<file path="src/rtl/sdram_arb_pkg.sv">
// Shared types and helpers for the N-client SDRAM bridge arbiter.
package sdram_arb_pkg;

  typedef enum logic [1:0] {INIT, IDLE, ISSUE, DONE} arb_state_t;

  localparam int DEF_ADDR_W  = 22;
  localparam int DEF_DATA_W  = 128;
  localparam int MAX_CLIENTS = 8;
  localparam int IDX_W       = 3;
  localparam int NUM_W       = IDX_W + 1;

  typedef struct packed {
    logic             valid;
    logic [IDX_W-1:0] idx;
  } pick_t;

  // First requesting index at or above ptr, wrapping modulo num.
  // With ptr = 0 this degenerates to lowest-index-wins.
  function automatic pick_t rr_pick(input logic [MAX_CLIENTS-1:0] req,
                                    input logic [IDX_W-1:0]       ptr,
                                    input logic [NUM_W-1:0]       num);
    pick_t            p;
    logic [NUM_W-1:0] pos;
    p = '0;
    for (int k = 0; k < MAX_CLIENTS; k++) begin
      pos = {1'b0, ptr} + NUM_W'(k);
      if (pos >= num) pos = pos - num;
      if ((NUM_W'(k) < num) && !p.valid && req[pos[IDX_W-1:0]]) begin
        p.valid = 1'b1;
        p.idx   = pos[IDX_W-1:0];
      end
    end
    return p;
  endfunction

endpackage

</file>
<file path="src/rtl/sdram_arbiter_n_picker.sv">
// Combinational grant selection: round-robin from ptr, or fixed priority (index 0 highest).
module rr_priority_picker
  import sdram_arb_pkg::*;
#(
  parameter int NUM_CLIENTS = 4,
  parameter int RR_MODE     = 1
) (
  input  logic [NUM_CLIENTS-1:0] req,
  input  logic [IDX_W-1:0]       ptr,
  output logic [IDX_W-1:0]       grant_idx,
  output logic                   grant_valid
);

  pick_t pick;

  // Fixed priority is round-robin with the pointer pinned at zero.
  always_comb begin
    pick        = rr_pick(MAX_CLIENTS'(req), (RR_MODE != 0) ? ptr : '0, NUM_W'(NUM_CLIENTS));
    grant_idx   = pick.idx;
    grant_valid = pick.valid;
  end

endmodule

</file>
<file path="src/rtl/sdram_arbiter_n.sv">
// N-client arbiter in front of the 128-bit SDRAM bridge. The init writer owns the
// bridge until init_done; afterwards clients are served one transaction at a time.
module sdram_arbiter_n
  import sdram_arb_pkg::*;
#(
  parameter int                NUM_CLIENTS = 4,
  parameter int                ADDR_W      = DEF_ADDR_W,
  parameter int                DATA_W      = DEF_DATA_W,
  parameter int                RR_MODE     = 1,
  parameter logic [ADDR_W-1:0] ADDR_OFFSET = ADDR_W'('hE0000),
  parameter int unsigned       TIMEOUT     = 4095
) (
  input  logic                            clk,
  input  logic                            reset,
  input  logic                            init_we,
  input  logic [ADDR_W-1:0]               init_addr,
  input  logic [DATA_W-1:0]               init_wrdata,
  input  logic                            init_done,
  output logic                            init_ac,
  input  logic [NUM_CLIENTS-1:0]          cl_rd,
  input  logic [NUM_CLIENTS-1:0]          cl_wr,
  input  logic [NUM_CLIENTS*ADDR_W-1:0]   cl_addr,
  input  logic [NUM_CLIENTS*DATA_W/8-1:0] cl_be,
  input  logic [NUM_CLIENTS*DATA_W-1:0]   cl_wrdata,
  output logic [NUM_CLIENTS-1:0]          cl_ac,
  output logic [NUM_CLIENTS-1:0]          cl_wait,
  output logic [DATA_W-1:0]               cl_rddata,
  output logic [ADDR_W+3:0]               bridge_address,
  output logic [DATA_W/8-1:0]             bridge_byte_enable,
  output logic                            bridge_read,
  output logic                            bridge_write,
  output logic [DATA_W-1:0]               bridge_write_data,
  input  logic                            bridge_acknowledge,
  input  logic [DATA_W-1:0]               bridge_read_data,
  output logic                            timeout_err
);

  localparam int BE_W = DATA_W / 8;
  localparam int WD_W = (TIMEOUT < 2) ? 1 : $clog2(TIMEOUT);
  localparam logic [WD_W-1:0] WD_LIMIT = (TIMEOUT == 0) ? '0 : WD_W'(TIMEOUT - 1);

  arb_state_t             state_q, state_d;
  logic [IDX_W-1:0]       ptr_q, ptr_d, gnt_q, gnt_d;
  logic                   bridge_read_q, bridge_read_d, bridge_write_q, bridge_write_d;
  logic [ADDR_W+3:0]      bridge_address_q, bridge_address_d;
  logic [BE_W-1:0]        bridge_byte_enable_q, bridge_byte_enable_d;
  logic [DATA_W-1:0]      bridge_write_data_q, bridge_write_data_d;
  logic [DATA_W-1:0]      cl_rddata_q, cl_rddata_d;
  logic [NUM_CLIENTS-1:0] cl_ac_q, cl_ac_d;
  logic                   init_ac_q, init_ac_d, timeout_err_q, timeout_err_d;
  logic [WD_W-1:0]        wd_q, wd_d;

  logic [NUM_CLIENTS-1:0] req, own_mask;
  logic [IDX_W-1:0]       pick_idx;
  logic                   pick_valid;
  logic [ADDR_W-1:0]      sel_addr;
  logic [BE_W-1:0]        sel_be;
  logic [DATA_W-1:0]      sel_wrdata;
  logic                   sel_rd;

  assign req = cl_rd | cl_wr;

  rr_priority_picker #(
    .NUM_CLIENTS(NUM_CLIENTS),
    .RR_MODE    (RR_MODE)
  ) u_picker (
    .req        (req),
    .ptr        (ptr_q),
    .grant_idx  (pick_idx),
    .grant_valid(pick_valid)
  );

  // Route the picked client's address, enables, data and direction to the latch regs.
  always_comb begin
    sel_addr   = '0;
    sel_be     = '0;
    sel_wrdata = '0;
    sel_rd     = 1'b0;
    for (int i = 0; i < NUM_CLIENTS; i++) begin
      if (pick_idx == IDX_W'(i)) begin
        sel_addr   = cl_addr[i*ADDR_W +: ADDR_W];
        sel_be     = cl_be[i*BE_W +: BE_W];
        sel_wrdata = cl_wrdata[i*DATA_W +: DATA_W];
        sel_rd     = cl_rd[i];
      end
    end
  end

  // A client owns the bus from its issue cycle through its completion cycle.
  always_comb begin
    own_mask = '0;
    if (state_q == ISSUE || state_q == DONE) own_mask = NUM_CLIENTS'(1) << gnt_q;
  end

  assign cl_wait = req & ~own_mask;

  // Next-state and registered-output logic; strobes only change on grant, ack or abort.
  always_comb begin
    state_d              = state_q;
    ptr_d                = ptr_q;
    gnt_d                = gnt_q;
    bridge_read_d        = bridge_read_q;
    bridge_write_d       = bridge_write_q;
    bridge_address_d     = bridge_address_q;
    bridge_byte_enable_d = bridge_byte_enable_q;
    bridge_write_data_d  = bridge_write_data_q;
    cl_rddata_d          = cl_rddata_q;
    cl_ac_d              = '0;
    init_ac_d            = 1'b0;
    timeout_err_d        = timeout_err_q;
    wd_d                 = wd_q;
    unique case (state_q)
      INIT: begin
        if (bridge_write_q) begin
          if (bridge_acknowledge) begin
            bridge_write_d = 1'b0;
            init_ac_d      = 1'b1;
          end
        end else if (init_done) begin
          state_d = IDLE;
        end else if (init_we && !init_ac_q) begin
          bridge_address_d     = {init_addr - ADDR_OFFSET, 4'b0000};
          bridge_byte_enable_d = '1;
          bridge_write_data_d  = init_wrdata;
          bridge_write_d       = 1'b1;
        end
      end
      IDLE: begin
        if (pick_valid) begin
          gnt_d                = pick_idx;
          bridge_address_d     = {sel_addr - ADDR_OFFSET, 4'b0000};
          bridge_byte_enable_d = sel_be;
          bridge_write_data_d  = sel_wrdata;
          bridge_read_d        = sel_rd;
          bridge_write_d       = ~sel_rd;
          wd_d                 = '0;
          state_d              = ISSUE;
        end
      end
      ISSUE: begin
        if (bridge_acknowledge) begin
          bridge_read_d  = 1'b0;
          bridge_write_d = 1'b0;
          if (bridge_read_q) cl_rddata_d = bridge_read_data;
          cl_ac_d = NUM_CLIENTS'(1) << gnt_q;
          state_d = DONE;
        end else if (TIMEOUT != 0 && wd_q == WD_LIMIT) begin
          bridge_read_d  = 1'b0;
          bridge_write_d = 1'b0;
          timeout_err_d  = 1'b1;
          cl_rddata_d    = '0;
          cl_ac_d        = NUM_CLIENTS'(1) << gnt_q;
          state_d        = DONE;
        end else if (TIMEOUT != 0) begin
          wd_d = wd_q + 1'b1;
        end
      end
      DONE: begin
        ptr_d   = (gnt_q == IDX_W'(NUM_CLIENTS - 1)) ? '0 : gnt_q + 1'b1;
        state_d = IDLE;
      end
      default: state_d = INIT;
    endcase
  end

  // State and output registers; reset drops any open strobe immediately.
  always_ff @(posedge clk or posedge reset) begin
    if (reset) begin
      state_q              <= INIT;
      ptr_q                <= '0;
      gnt_q                <= '0;
      bridge_read_q        <= 1'b0;
      bridge_write_q       <= 1'b0;
      bridge_address_q     <= '0;
      bridge_byte_enable_q <= '0;
      bridge_write_data_q  <= '0;
      cl_rddata_q          <= '0;
      cl_ac_q              <= '0;
      init_ac_q            <= 1'b0;
      timeout_err_q        <= 1'b0;
      wd_q                 <= '0;
    end else begin
      state_q              <= state_d;
      ptr_q                <= ptr_d;
      gnt_q                <= gnt_d;
      bridge_read_q        <= bridge_read_d;
      bridge_write_q       <= bridge_write_d;
      bridge_address_q     <= bridge_address_d;
      bridge_byte_enable_q <= bridge_byte_enable_d;
      bridge_write_data_q  <= bridge_write_data_d;
      cl_rddata_q          <= cl_rddata_d;
      cl_ac_q              <= cl_ac_d;
      init_ac_q            <= init_ac_d;
      timeout_err_q        <= timeout_err_d;
      wd_q                 <= wd_d;
    end
  end

  assign init_ac            = init_ac_q;
  assign cl_ac              = cl_ac_q;
  assign cl_rddata          = cl_rddata_q;
  assign bridge_address     = bridge_address_q;
  assign bridge_byte_enable = bridge_byte_enable_q;
  assign bridge_read        = bridge_read_q;
  assign bridge_write       = bridge_write_q;
  assign bridge_write_data  = bridge_write_data_q;
  assign timeout_err        = timeout_err_q;

endmodule

</file>
<file path="config.mk">
export PLATFORM = sky130hd
export DESIGN_NAME = sdram_arbiter_n
export DESIGN_NICKNAME = d
export VERILOG_FILES = /design/src/rtl/sdram_arb_pkg.sv /design/src/rtl/sdram_arbiter_n_picker.sv /design/src/rtl/sdram_arbiter_n.sv
export SDC_FILE = /design/constraint.sdc
export NUM_CORES = 1
export LEC_CHECK = 0
export CAP_MARGIN = 15
export CORE_AREA = 10 10 487 489
export CTS_BUF_LIST = sky130_fd_sc_hd__clkbuf_2
export DETAILED_ROUTE_END_ITERATION = 6
export DIE_AREA = 0 0 497 499
export DONT_BUFFER_PORTS = 1
export PLACE_DENSITY = 0.3
export REMOVE_ABC_BUFFERS = 1
export SETUP_SLACK_MARGIN = 0.3
export SLEW_MARGIN = 20
export SYNTH_ARGS = -nofsm -noshare
export SYNTH_HDL_FRONTEND = slang
export SYNTH_SLANG_ARGS = --single-unit
</file>
<file path="constraint.sdc">
create_clock -name clk -period 14 [get_ports clk]
set_input_delay 3.5 -clock clk [delete_from_list [all_inputs] [get_ports clk]]
set_output_delay 3.5 -clock clk [all_outputs]
set_load 0.01 [all_outputs]
</file>
==> flow_summary.ini <==
[critical_path]
crit_end = cl_wait[2]
r2r_start = ptr_q[0]
crit_cells = 2
regToRegSetupSlack_ns = 8.62
cpPeakStageDelay_ns = 0.53
path_cells = nor2_1 -> a31oi_1
arrival_ns = 4.08
crit_start = cl_wr[2]
r2r_cells = 14
cp-start-kind = primary input
crit_slowest_cell = a31oi_1
rr_endpoint = bridge_write_data[55]
path_buf_inv = 0
crit_path_end_kind = output pin
worstPathMaxFanout = 4
critPathRequiredTime_ns = 10.50
worst-setup-path-type = primary input to output pin
crit_family = compound AO/OA/AOI/OAI gates

[routing]
wl_per_cell_um = 29.7
wirelength_mm = 171
drt_iter0_drc = 2100
routed_via_density = 3.70
drt-pass1-iter-count = 7
num_vias = 21300
drc = 0
drtAntennaViolNets = 0

[place]
dp_cells = 5548
hpwl_mm = 141
port-buffer-count = 0
place_ws_ns = 6.29
globalplace.congestion = 0.903

[global_routing]
grt_usage_pct = 13.1
antenna_found_initial = 146
grt_pass1_wl_mm = 223
grt_start_max_net_pins = 144
grt_pass1_vias = 21300
grt-ovfl-total = 0

[timing]
slew_headroom_pct = 29.5
fin_ws_ns = 6.42
whs_ns = 0.550
post-route-period-util_pct = 54.2
rsz0062_at_grt = no
fmax_mhz = 132
finalSetupTns_ns = 0
fin_skew_ns = 0.177
hold_violations = 0
setup-violations-final = 0
slew_viol_final = 0
timing.final.crit_period_ns = 7.58
tightest_slew_ns = 1.06

[clock_network]
post_cts_buffers = 0
post_cts_resized = 0
clock_latency_ns = 1.44
cts-root-buf = clkbuf_2
clkTransAtPathRegs_ns = 0.08
htreeDepth = 3
numCtsBuffers = 109
cts_sinks = 322
ctsHoldBuffers = 0
clockBufferDepth = 3
cts_tree = done

[power_and_ir_drop]
vdd_drop_max_v = 0.000129
leakagePower_uw = 0.00988
p_per_area_mw_per_mm2 = 283

[floorplan]
die_h_um = 499
boundaryPins = 1265
start_util_pct = 8.65
rows = 175
fp.dieArea_sq_mm = 0.248
fp.dieW_um = 497
coreArea_sq_mm = 0.227

[hold_path]
hold_path_class = register to register

[synth]
yosysWarningCount = 0
synth_cell_types = 73
async_flop_share_pct = 100
synth_edf_count = 0
synth_area_sq_mm = 0.0196
avgSynthCellArea_sq_um = 7.18
synth-main-ff-cell = dfrtp_1
ys_ff_latch = 322
ys_seq_area_share_pct = 41.1
syn_inst = 2733

[cells_and_area]
fin_cells = 5773
fin_util_pct = 10.5
nFillCells = 26800
nets = 3619
area_growth_pct = 21.4
drive_above_1_share_pct = 8.92

[status]
outcome = finished clean

[run]
cap_violations = 0
[state kept, by name, indices dropped and copies added, names as in the netlist]
name / flops
bridge_address: 22
bridge_byte_enable: 16
bridge_read: 1
bridge_write: 1
bridge_write_data: 128
cl_ac: 4
cl_rddata: 128
gnt_q: 3
init_ac: 1
ptr_q: 3
state_q: 2
timeout_err: 1
wd_q: 12
[Yosys cell counts, types with 14 or more instances]
master / instances / area, sq um
nor2_1: 109 / 409
nor2b_1: 65 / 407
o22a_1: 16 / 140
buf_1: 20 / 75.1
nand2_1: 955 / 3580
a21oi_1: 91 / 455
mux2i_1: 30 / 300
inv_1: 19 / 71.3
dfrtp_1: 322 / 8060
buf_2: 63 / 315
o21ai_0: 155 / 776
and3_1: 21 / 131
ha_1: 14 / 175
buf_4: 16 / 120
a31oi_1: 83 / 519
nand3_1: 486 / 2430
clkbuf_1: 128 / 480
[power breakdown]
group | total, uW | internal (uW) | switching [uW]
Combinational | 3750 | 1050 | 2700
Clock | 891 | 328 | 563
Sequential | 2110 | 1380 | 738
Total | 6760 | 2750 | 4000
[layer usage]
layer / track usage, % / vias up / wire length [um]
met5: 0 / - / 520
met4: 4.04 / 74 / 5420
met1: 13.7 / 10300 / 60700
met3: 6.39 / 382 / 19500
met2: 23.1 / 1380 / 85100
li1: - / 9173 / -
[layout make-up]
cell class | count | area [sq um] | share of cell area [%]
multi-input cells | 2165 | 10600 | 44.3
flip-flops and latches | 322 | 8060 | 33.8
well taps | 3009 | 3760 | 15.8
clock buffers | 156 | 781 | 3.28
repair buffers | 32 | 310 | 1.30
clock inverters | 39 | 206 | 0.866
inverters | 20 | 82.6 | 0.347
diodes | 30 | 75.1 | 0.315
[how the worst min path moves through the flow]
| stage | from | to | slack, ns | cells past startpoint |
|---|---|---|---|---|
| detailed placement | cl_rddata[20] | cl_rddata[20] | 0.54 | 2 |
| global route | cl_rddata[12] | cl_rddata[12] | 0.58 | 2 |
| global placement | cl_rddata[60] | cl_rddata[60] | 0.53 | 2 |
| floorplan | gnt_q[1] | gnt_q[1] | 0.50 | 2 |
| CTS | cl_rddata[112] | cl_rddata[112] | 0.56 | 2 |
| finish | cl_rddata[112] | cl_rddata[112] | 0.55 | 2 |
[layout by cell type (no fill, tap or decap), types with 4 or more instances in the layout]
master / n
a31oi_1: 83
o21ai_0: 155
nand4_1: 5
buf_12: 4
inv_1: 18
clkinv_2: 6
a21oi_1: 90
nor3b_1: 7
buf_4: 27
or2_2: 6
clkinv_1: 26
nor3_1: 11
clkbuf_2: 156
a211oi_1: 11
o22a_1: 16
o22ai_1: 11
mux2i_1: 30
and3_1: 21
conb_1: 4
or3_1: 8
dfrtp_1: 322
nand3_1: 486
mux2_2: 4
nand2_1: 954
nor2_1: 109
nor2b_1: 65
ha_1: 13
diode_2: 30
[cells by family after synthesis]
kind of cell               count (synthesis)  synth area share, %
buffers and inverters                    249                 5.55
AOI/OAI and AO/OA                        408                 12.4
other                                      1               0.0191
xor gates and xnor gates                   6                0.268
muxes                                     39                 2.26
DFF                                      322                 41.1
adders and majority gates                 14                0.893
and+or+nand+nor                         1694                 37.6
[through the flow]
step                total power [uW]  cell area [sq um]
floorplan                       4560              18600
CTS                             6980              23800
detailed placement              6010              22800
global route                    7400              23800
global placement                5970              22700
finish                          6760              23800
Power figures use the tool's default switching activity.
